## src/rtl/wb_initiator_pkg.sv

```systemverilog
// -----------------------------------------------------------------------------
// wb_initiator_pkg
// Shared definitions for the single-outstanding Wishbone initiator:
//   - FSM state encoding (IDLE / BUS / RESP)
//   - data width and default watchdog length
//   - helper to size the watchdog counter
// Optional feature macro used by the files importing this package:
//   WB_INITIATOR_TIMEOUT_EN
// -----------------------------------------------------------------------------
package wb_initiator_pkg;

  // Wishbone data width (fixed by the bus).
  localparam int unsigned DATA_W = 32;

  // Default Wishbone address width.
  localparam int unsigned AW_DEFAULT = 16;

  // Default watchdog length in cycles of wb_cyc high without ack.
  localparam int unsigned TIMEOUT_DEFAULT = 15;

  // Legal watchdog range.
  localparam int unsigned TIMEOUT_MIN = 1;
  localparam int unsigned TIMEOUT_MAX = 255;

  // Initiator FSM states.
  typedef enum logic [1:0] {
    ST_IDLE = 2'd0,
    ST_BUS  = 2'd1,
    ST_RESP = 2'd2
  } state_e;

  // Width of a saturating counter that must be able to hold the value max_val.
  function automatic int unsigned sat_cnt_width(input int unsigned max_val);
    int unsigned w;
    w = $clog2(max_val + 1);
    return (w == 0) ? 1 : w;
  endfunction

endpackage : wb_initiator_pkg

```

## src/rtl/wb_timeout_cnt.sv

```systemverilog
// -----------------------------------------------------------------------------
// wb_timeout_cnt
// Watchdog for one Wishbone cycle. Counts the cycles spent in BUS and flags
// the cycle that is the TIMEOUT-th one with wb_cyc high. Only instantiated
// when WB_INITIATOR_TIMEOUT_EN is defined.
// Ports:
//   clk      in   rising-edge clock
//   rst_n    in   asynchronous active-low reset
//   clear    in   restart the count (asserted on the accept that enters BUS)
//   enable   in   initiator is in BUS this cycle
//   expired  out  this BUS cycle is the TIMEOUT-th one (no ack -> abort)
// -----------------------------------------------------------------------------
module wb_timeout_cnt
  import wb_initiator_pkg::*;
#(
  parameter int unsigned TIMEOUT = TIMEOUT_DEFAULT
) (
  input  logic clk,
  input  logic rst_n,
  input  logic clear,
  input  logic enable,
  output logic expired
);

  localparam int unsigned CNT_W = sat_cnt_width(TIMEOUT);

  // Number of BUS cycles already completed; saturates at TIMEOUT.
  logic [CNT_W-1:0] cnt_q;

  // Saturating counter, cleared on entry to BUS.
  always_ff @(posedge clk or negedge rst_n) begin
    if (!rst_n) begin
      cnt_q <= '0;
    end else if (clear) begin
      cnt_q <= '0;
    end else if (enable && (cnt_q != CNT_W'(TIMEOUT))) begin
      cnt_q <= cnt_q + CNT_W'(1);
    end
  end

  // The current BUS cycle is number cnt_q+1; the count reaches TIMEOUT here.
  assign expired = enable && ((32'(cnt_q) + 32'd1) >= 32'(TIMEOUT));

endmodule : wb_timeout_cnt

```

## src/rtl/wb_initiator.sv

```systemverilog
// -----------------------------------------------------------------------------
// wb_initiator
// Single-outstanding Wishbone initiator. Converts a valid/ready request stream
// into classic Wishbone cycles (wb_cyc doubles as strobe) and returns each
// result on a valid/ready response stream.
// Optional watchdog: define WB_INITIATOR_TIMEOUT_EN to abort cycles that are
// not acknowledged within TIMEOUT cycles (rsp_err=1). Without it the initiator
// waits for ack forever and rsp_err is constant 0.
// Ports:
//   clk, rst_n                     clock, asynchronous active-low reset
//   req_valid/req_ready            request handshake
//   req_we, req_addr, req_wdata    request payload
//   rsp_valid/rsp_ready            response handshake
//   rsp_rdata, rsp_err             response payload
//   wb_addr, wb_wdata, wb_we       Wishbone request (registered)
//   wb_cyc                         Wishbone cycle/strobe
//   wb_rdata, wb_ack               Wishbone response
// -----------------------------------------------------------------------------
module wb_initiator
  import wb_initiator_pkg::*;
#(
  parameter int unsigned AW      = AW_DEFAULT,
  parameter int unsigned TIMEOUT = TIMEOUT_DEFAULT
) (
  input  logic              clk,
  input  logic              rst_n,
  // request stream
  input  logic              req_valid,
  output logic              req_ready,
  input  logic              req_we,
  input  logic [AW-1:0]     req_addr,
  input  logic [DATA_W-1:0] req_wdata,
  // response stream
  output logic              rsp_valid,
  input  logic              rsp_ready,
  output logic [DATA_W-1:0] rsp_rdata,
  output logic              rsp_err,
  // Wishbone initiator port
  output logic [AW-1:0]     wb_addr,
  output logic [DATA_W-1:0] wb_wdata,
  input  logic [DATA_W-1:0] wb_rdata,
  output logic              wb_we,
  output logic              wb_cyc,
  input  logic              wb_ack
);

  // Reject an out-of-range watchdog length at elaboration.
  if ((TIMEOUT < TIMEOUT_MIN) || (TIMEOUT > TIMEOUT_MAX)) begin : g_bad_timeout
    $error("wb_initiator: TIMEOUT must be within 1..255");
  end

  state_e state_q;
  state_e state_d;

  logic accept_c;  // request handshake this cycle
  logic done_c;    // ack received in BUS
  logic abort_c;   // watchdog abort in BUS (never with ack)

  assign accept_c = (state_q == ST_IDLE) && req_valid;
  assign done_c   = (state_q == ST_BUS) && wb_ack;

`ifdef WB_INITIATOR_TIMEOUT_EN
  logic expired_c;

  wb_timeout_cnt #(
    .TIMEOUT (TIMEOUT)
  ) u_timeout_cnt (
    .clk     (clk),
    .rst_n   (rst_n),
    .clear   (accept_c),
    .enable  (state_q == ST_BUS),
    .expired (expired_c)
  );

  // An ack in the expiring cycle takes priority over the abort.
  assign abort_c = (state_q == ST_BUS) && !wb_ack && expired_c;
`else
  assign abort_c = 1'b0;
`endif

  // State register.
  always_ff @(posedge clk or negedge rst_n) begin
    if (!rst_n) begin
      state_q <= ST_IDLE;
    end else begin
      state_q <= state_d;
    end
  end

  // Next-state logic.
  always_comb begin
    state_d = state_q;
    case (state_q)
      ST_IDLE: if (req_valid)          state_d = ST_BUS;
      ST_BUS:  if (done_c || abort_c)  state_d = ST_RESP;
      ST_RESP: if (rsp_ready)          state_d = ST_IDLE;
      default:                         state_d = ST_IDLE;
    endcase
  end

  // Handshake and cycle outputs decoded from the state register only.
  always_comb begin
    req_ready = 1'b0;
    rsp_valid = 1'b0;
    wb_cyc    = 1'b0;
    case (state_q)
      ST_IDLE: req_ready = 1'b1;
      ST_BUS:  wb_cyc    = 1'b1;
      ST_RESP: rsp_valid = 1'b1;
      default: ;
    endcase
  end

  // Wishbone request registers: loaded on accept, stable for the whole cycle.
  always_ff @(posedge clk or negedge rst_n) begin
    if (!rst_n) begin
      wb_addr  <= '0;
      wb_wdata <= '0;
      wb_we    <= 1'b0;
    end else if (accept_c) begin
      wb_addr  <= req_addr;
      wb_wdata <= req_wdata;
      wb_we    <= req_we;
    end
  end

  // Response data: written only when leaving BUS, so it holds through RESP.
  always_ff @(posedge clk or negedge rst_n) begin
    if (!rst_n) begin
      rsp_rdata <= '0;
    end else if (done_c) begin
      rsp_rdata <= wb_we ? '0 : wb_rdata;
    end else if (abort_c) begin
      rsp_rdata <= '0;
    end
  end

`ifdef WB_INITIATOR_TIMEOUT_EN
  // Error flag: set by an abort, cleared by a normal completion.
  always_ff @(posedge clk or negedge rst_n) begin
    if (!rst_n) begin
      rsp_err <= 1'b0;
    end else if (done_c) begin
      rsp_err <= 1'b0;
    end else if (abort_c) begin
      rsp_err <= 1'b1;
    end
  end
`else
  assign rsp_err = 1'b0;
`endif

endmodule : wb_initiator

```

## config.mk

```make
export PLATFORM = sky130hd
export DESIGN_NAME = wb_initiator
export DESIGN_NICKNAME = d
export VERILOG_FILES = /design/src/rtl/wb_initiator_pkg.sv /design/src/rtl/wb_timeout_cnt.sv /design/src/rtl/wb_initiator.sv
export SDC_FILE = /design/constraint.sdc
export NUM_CORES = 1
export LEC_CHECK = 0
export ABC_CLOCK_PERIOD_IN_PS = 1900
export CAP_MARGIN = 30
export CELL_PAD_IN_SITES_DETAIL_PLACEMENT = 0
export CELL_PAD_IN_SITES_GLOBAL_PLACEMENT = 1
export CORE_MARGIN = 5
export CORE_UTILIZATION = 30
export DETAILED_ROUTE_END_ITERATION = 16
export DONT_BUFFER_PORTS = 1
export PLACE_DENSITY = 0.51
export SETUP_SLACK_MARGIN = 0.05
export SLEW_MARGIN = 5
export SYNTH_ARGS = -nofsm -noshare
export SYNTH_HDL_FRONTEND = slang
export SYNTH_SLANG_ARGS = --single-unit
export TNS_END_PERCENT = 20
```

## constraint.sdc

```tcl
create_clock -name clk -period 1.9 [get_ports clk]
set_input_delay 0.57 -clock clk [delete_from_list [all_inputs] [get_ports clk]]
set_output_delay 0.57 -clock clk [all_outputs]
set_load 0.02 [all_outputs]
```

==> impl_metrics.ini, run 1 <==
[clocking]
clock_sinks = 83
clkTransAtPathRegs_ns = 0.06
cts_max_level = 3
cts_buffers = 9
cts_buffer_depth = 2
clock_latency_ns = 0.34
cts-root-buf = clkbuf_16
cts_tree = yes

[timing]
finalHoldViolations = 83
setup_tns_ns = 0
holdWs_ns = -0.0699
fmax_mhz = 561
clock_skew_ns = 0.00476
fin_crit_ns = 1.78
setup_violations = 0
final-max-slew-violation-count = 0
fin_crit_sh_pct = 93.9
rsz0062_at_grt = false

[grt]
antenna_found_initial = 0
grt_pass1_wl_mm = 11.5
grt_pass1_vias = 1961
grt-ovfl-total = 0
grtUsageTotal_pct = 10.9
grt_max_degree = 84

[routing]
highest_layer = met4
postRouteAntennaNets = 0
firstDrtPassIters = 2
drt-initial-drc-count = 54
wl_met3_um = 721
finalWirelength_mm = 7.36
m1WireLength_mm = 2.91
via_per_inst = 4.62
routedWlPerCell_um = 19.8
vias = 1717
wl_met2_mm = 3.53
drc = 0

[run]
max_cap_violations = 0

[worst_setup_path]
ff2ff_path_depth = 3
slowest_stage = dfrtp_1
critical_path.max_stage_delay_ns = 0.47
cp.depth = 1
critPathLaunchType = flop
timing.rr.end = rsp_rdata[31]$_DFFE_PN0P_
path_delay_family = flip-flops
arrival_ns = 1.21
timing.rr.start = state_q[0]$_DFFE_PN0P_
worstSetupPathType = reg -> out
critical_path_buf_inv_count = 0
path_cells = nor2_1
reg2reg_slack_ns = 0.34
critical_path.max_fanout = 7
endpoint_kind = output pin
cp.required_ns = 1.33

[final_layout]
fin_util_pct = 34.8
nets = 311
drive_above_1_share_pct = 45.4
syn_to_final_growth_pct = 14.1
stdcell_area_um2 = 3950
fillers = 1118
n_antenna_cell = 0

[hold_path]
hold_path_class = in -> async

[floorplanning]
rows = 39
core_area_um2 = 11400
io_pins = 171
fp.dieW_um = 117
die_y_um = 117
initial_core_util_pct = 30.5
die_area_um2 = 13800

[synthesis]
synth-edff-count = 0
yosysTopAreaCell = dfrtp_1
synth_area_per_cell_um2 = 15.7
synth_warnings = 0
synth_common_cells = dfrtp_1, mux2_2, nor2b_1, mux2_4, buf_6
synth_most_common_cell = dfrtp_1
syn-cell-area_um2 = 3460
ys_seq_area_share_pct = 60.0
synthArstFlopShare_pct = 100
synth_nets = 306
ys_top_cells_by_area = dfrtp_1, mux2_2, mux2_4, nor2b_1, buf_6
synth_cells = 220
synth_top_area_share_pct = 60.0
ys.flop_type = dfrtp_1
ys_ff_latch = 83
synth_cell_types = 17

[pwr]
p_per_area_nw_per_um2 = 2010
p_comb_share_pct = 24.0
intPower_mw = 4.93
power_switching_mw = 3.00
p_leak_nw = 1.72
sw_frac_of_total_pct = 37.8
peakVddDrop_uv = 731
pwr-share-clk_pct = 22.9
pwr-share-seq_pct = 53.1

[placement]
dpl_cell_area_um2 = 3630
gp_congestion = 0.670
port_buffers = 0
dpl.hpwl_mm = 5.24

[run_status]
failed_checks = negative hold slack
outcome = finished with violations
[cells in the final DEF, fill, tap and decap left out]
cell,netlist,final
nor3b_4,0,1
mux2_2,50,50
buf_12,0,2
clkbuf_16,0,9
clkbuf_8,0,4
a21oi_1,1,1
mux2_1,2,2
nand2b_1,2,2
clkbuf_1,3,1
buf_4,3,5
nor2_1,1,1
a21o_1,1,1
dfrtp_1,83,83
nor2b_2,0,2
and3b_2,0,1
conb_1,1,1
bufinv_16,0,1
mux2_4,29,29
nor2b_1,34,32
inv_1,1,1
[repair_timing]
action,in CTS,in global routing
gates resized for setup,2,0
hold endpoints to repair,83,83
buffers inserted,0,0
setup endpoints to repair,2,0
[cells by family (layout without fill, tap and decap cells)]
kind of cell / count (synthesis) / count (layout) / synth area share [%]
AND/OR/NAND/NOR: 39 / 39 / 7.23
buffers and inverters: 14 / 23 / 2.82
multiplexers: 81 / 81 / 29.5
flip-flops: 83 / 83 / 60.0
other: 1 / 1 / 0.108
AO/OA/AOI/OAI: 2 / 2 / 0.361
[power by group through the flow]
stage	registers, mW	logic, mW	clock network [mW]
global route	4.33	2.10	1.97
CTS	4.26	1.95	1.89
finish	4.21	1.90	1.81
floorplan	4.04	1.65	0
global placement	4.28	1.89	0
detailed placement	4.27	1.94	0
[state kept, by name, indices dropped and copies added, names as in the netlist]
register and flops:
wb_addr 16, wb_we 1, state_q 2, wb_wdata 32, rsp_rdata 32
[stage by stage]
stage	power, mW	worst slack, ns	instances	hold WS (ns)
floorplan	5.70	0.348	220	0.274
CTS	8.10	0.0952	372	-0.0972
global placement	6.17	0.316	357	0.277
finish	7.93	0.116	372	-0.0699
detailed placement	6.22	0.296	357	0.276
global route	8.40	0.0582	372	-0.0960
[routing by layer]
| metal | vias to the layer above | global-route usage (%) |
|---|---|---|
| met5 | - | 0 |
| met4 | 0 | 7.18 |
| met3 | 12 | 5.53 |
| met2 | 86 | 16.1 |
| met1 | 866 | 12.2 |
| li1 | 753 | - |
[layout make-up]
class                      instances  area (µm²)  area share (%)
sequential                        83        2080            52.6
inverter                           1        3.75          0.0950
clock inverter                     1        30.0           0.760
tap                              143         179            4.53
timing repair buffer               7        77.6            1.96
clock buffer                      14         284            7.19
multi-input combinational        123        1300            32.9
[how the worst max path moves through the flow]
stage	startpoint	end
2_1_floorplan	req_valid	wb_addr[0]$_DFFE_PN0P_
3_3_place_gp	req_valid	wb_addr[7]$_DFFE_PN0P_
3_5_place_dp	wb_ack	rsp_rdata[1]$_DFFE_PN0P_
4_1_cts	state_q[0]$_DFFE_PN0P_	req_ready
5_1_grt	state_q[0]$_DFFE_PN0P_	req_ready
6_report	state_q[0]$_DFFE_PN0P_	req_ready
(Power assumes the default switching activity.)
==> run 2: changes to the inputs <==
- CORE_MARGIN: 5 -> 2
- GPL_TIMING_DRIVEN: unset -> 0
==> run 2 against run 1 <==
- the flow still finishes with violations (negative hold slack)
- non-clock buffer count rose by 6
- cell count rose by 1.9%
- combinational power fell by 3%
- design area rose by 0.89%
- critical path depth did not move
- via count rose by 2.1%
- maximum frequency fell by 0.55%
- sequential share of layout area fell by 0.46 points
- worst hold slack got worse by 0.011 ns
- critical path type unchanged
==> impl_metrics.ini, run 2 (synthesized netlist as in run 1, its figures left out) <==
[run_status]
outcome = finished with violations
failed_checks = negative hold slack

[placement]
dp_slack_ns = 0.0814
port_buffers = 0
gp_congestion = 0.653
dpl.hpwl_mm = 4.92

[grt]
grtUsageTotal_pct = 12.0
grt_pass1_wl_mm = 11.2
grt_pass1_vias = 1914
grt_max_degree = 84
grt-ovfl-total = 0
antenna_found_initial = 0

[timing]
final-max-slew-violation-count = 0
rsz0062_at_grt = true
fin_crit_sh_pct = 94.4
setup_violations = 0
finalHoldViolations = 83
fin_crit_ns = 1.79
holdWs_ns = -0.0811
setup_tns_ns = 0
setup_slack_ns = 0.106
fmax_mhz = 558
clock_skew_ns = 0.00400

[worst_setup_path]
arrival_ns = 1.22
worstSetupPathType = reg -> out
critical_path.max_stage_delay_ns = 0.45
critPathLaunchType = flop
slowest_stage = dfrtp_1
endpoint_kind = output pin
critical_path.max_fanout = 7
path_cells = nor2b_1
timing.rr.start = state_q[0]$_DFFE_PN0P_
cp.required_ns = 1.33
worstSetupStartpoint = state_q[0]$_DFFE_PN0P_
path_delay_family = flip-flops
critical_path_buf_inv_count = 0

[final_layout]
fin_util_pct = 35.2
drive_above_1_share_pct = 44.9
n_antenna_cell = 0
top_regs = rsp_rdata (32), wb_wdata (32), wb_addr (16)
syn_to_final_growth_pct = 15.1
nets = 317
mostFrequentLayoutCell = dfrtp_1
final_cell_mix = dfrtp_1, mux2_2, nor2b_1

[pwr]
p_comb_share_pct = 22.9
power_switching_mw = 3.03
sw_frac_of_total_pct = 37.5
p_per_area_nw_per_um2 = 2030
pwr-share-clk_pct = 24.7
pwr-share-seq_pct = 52.3
peakVddDrop_uv = 864
intPower_mw = 5.04
p_leak_nw = 1.74

[clocking]
clkTransAtPathRegs_ns = 0.06
cts_max_level = 3
cts_buffers = 9
post_cts_buffers = 0
clock_sinks = 83
cts_buffer_depth = 2
clock_latency_ns = 0.34
cts_tree = yes
cts-root-buf = clkbuf_16

[routing]
vias = 1753
drt-initial-drc-count = 52
finalWirelength_mm = 7.15
drc = 0
routedWlPerCell_um = 18.9
postRouteAntennaNets = 0
firstDrtPassIters = 4
via_per_inst = 4.63

[floorplanning]
core_area_um2 = 11300
die_area_um2 = 12400
die_y_um = 111
fp.dieW_um = 111
rows = 39
io_pins = 171
initial_core_util_pct = 30.6

[run]
max_cap_violations = 0

[hold_path]
hold_path_class = in -> async
==> run 2: cell types whose count changed in the layout (fill, tap and decap cells not counted), moves of 3 or more <==
cell,change
buf_2,+3
clkbuf_1,+3
clkbuf_8,-4
buf_6,+4
==> run 2: what timing repair did <==
item,CTS,global route
setup endpoints to repair,0,1
endpoints found under the hold margin,83,83
resized for setup,0,1
==> run 2: metrics by stage <==
stage,std cells,hold slack [ns],total power [mW],area [µm²]
after floorplan,220,0.274,5.70,3460
after global placement,363,0.276,6.13,3640
after detailed placement,363,0.276,6.17,3640
after CTS,379,-0.100,8.23,3980
after global routing,379,-0.103,8.53,3990
final,379,-0.0811,8.08,3990
==> run 2: power by group through the flow <==
stage                     Combinational [mW]  Clock [mW]  Sequential (mW)
after floorplan                         1.65           0             4.04
after global placement                  1.85           0             4.28
after detailed placement                1.90           0             4.27
after CTS                               1.90        2.08             4.26
after global routing                    2.04        2.15             4.33
final                                   1.85        2.00             4.23
==> run 2: layout make-up <==
class | instances | area (µm²)
multi-input cells | 123 | 1290
flip-flops and latches | 83 | 2080
fillers | 1098 | 7330
well taps | 143 | 179
plain buffers | 13 | 93.8
clock buffers | 10 | 229
inverters | 1 | 3.75
clock inverters | 6 | 114
==> run 2: path summary, 6_finish.rpt <==
path	to	slack, ns	cells after the start
max	wb_cyc	0.11	1
min	wb_addr[4]$_DFFE_PN0P_	-0.08	0
min reg2reg	state_q[0]$_DFFE_PN0P_	0.52	1
min in group clk	wb_addr[3]$_DFFE_PN0P_	0.36	1
max in group asynchronous	rsp_rdata[26]$_DFFE_PN0P_	1.84	0
max reg2reg	wb_wdata[28]$_DFFE_PN0P_	0.24	4
==> run 2: routing by layer <==
metal	share of wire (%)	global-route usage, %	vias up	routed length (µm)
met2	48	18.1	87	3430
met4	2.3	6.17	0	164
li1	-	-	766	-
met3	10	6.37	11	712
met1	40	13.9	889	2840
met5	0	0	-	0
==> run 3: changes to the inputs <==
- RECOVER_POWER: unset -> 25
==> results of run 3 <==
Same layout as run 2: the final DEF is identical, and so are final timing and power.
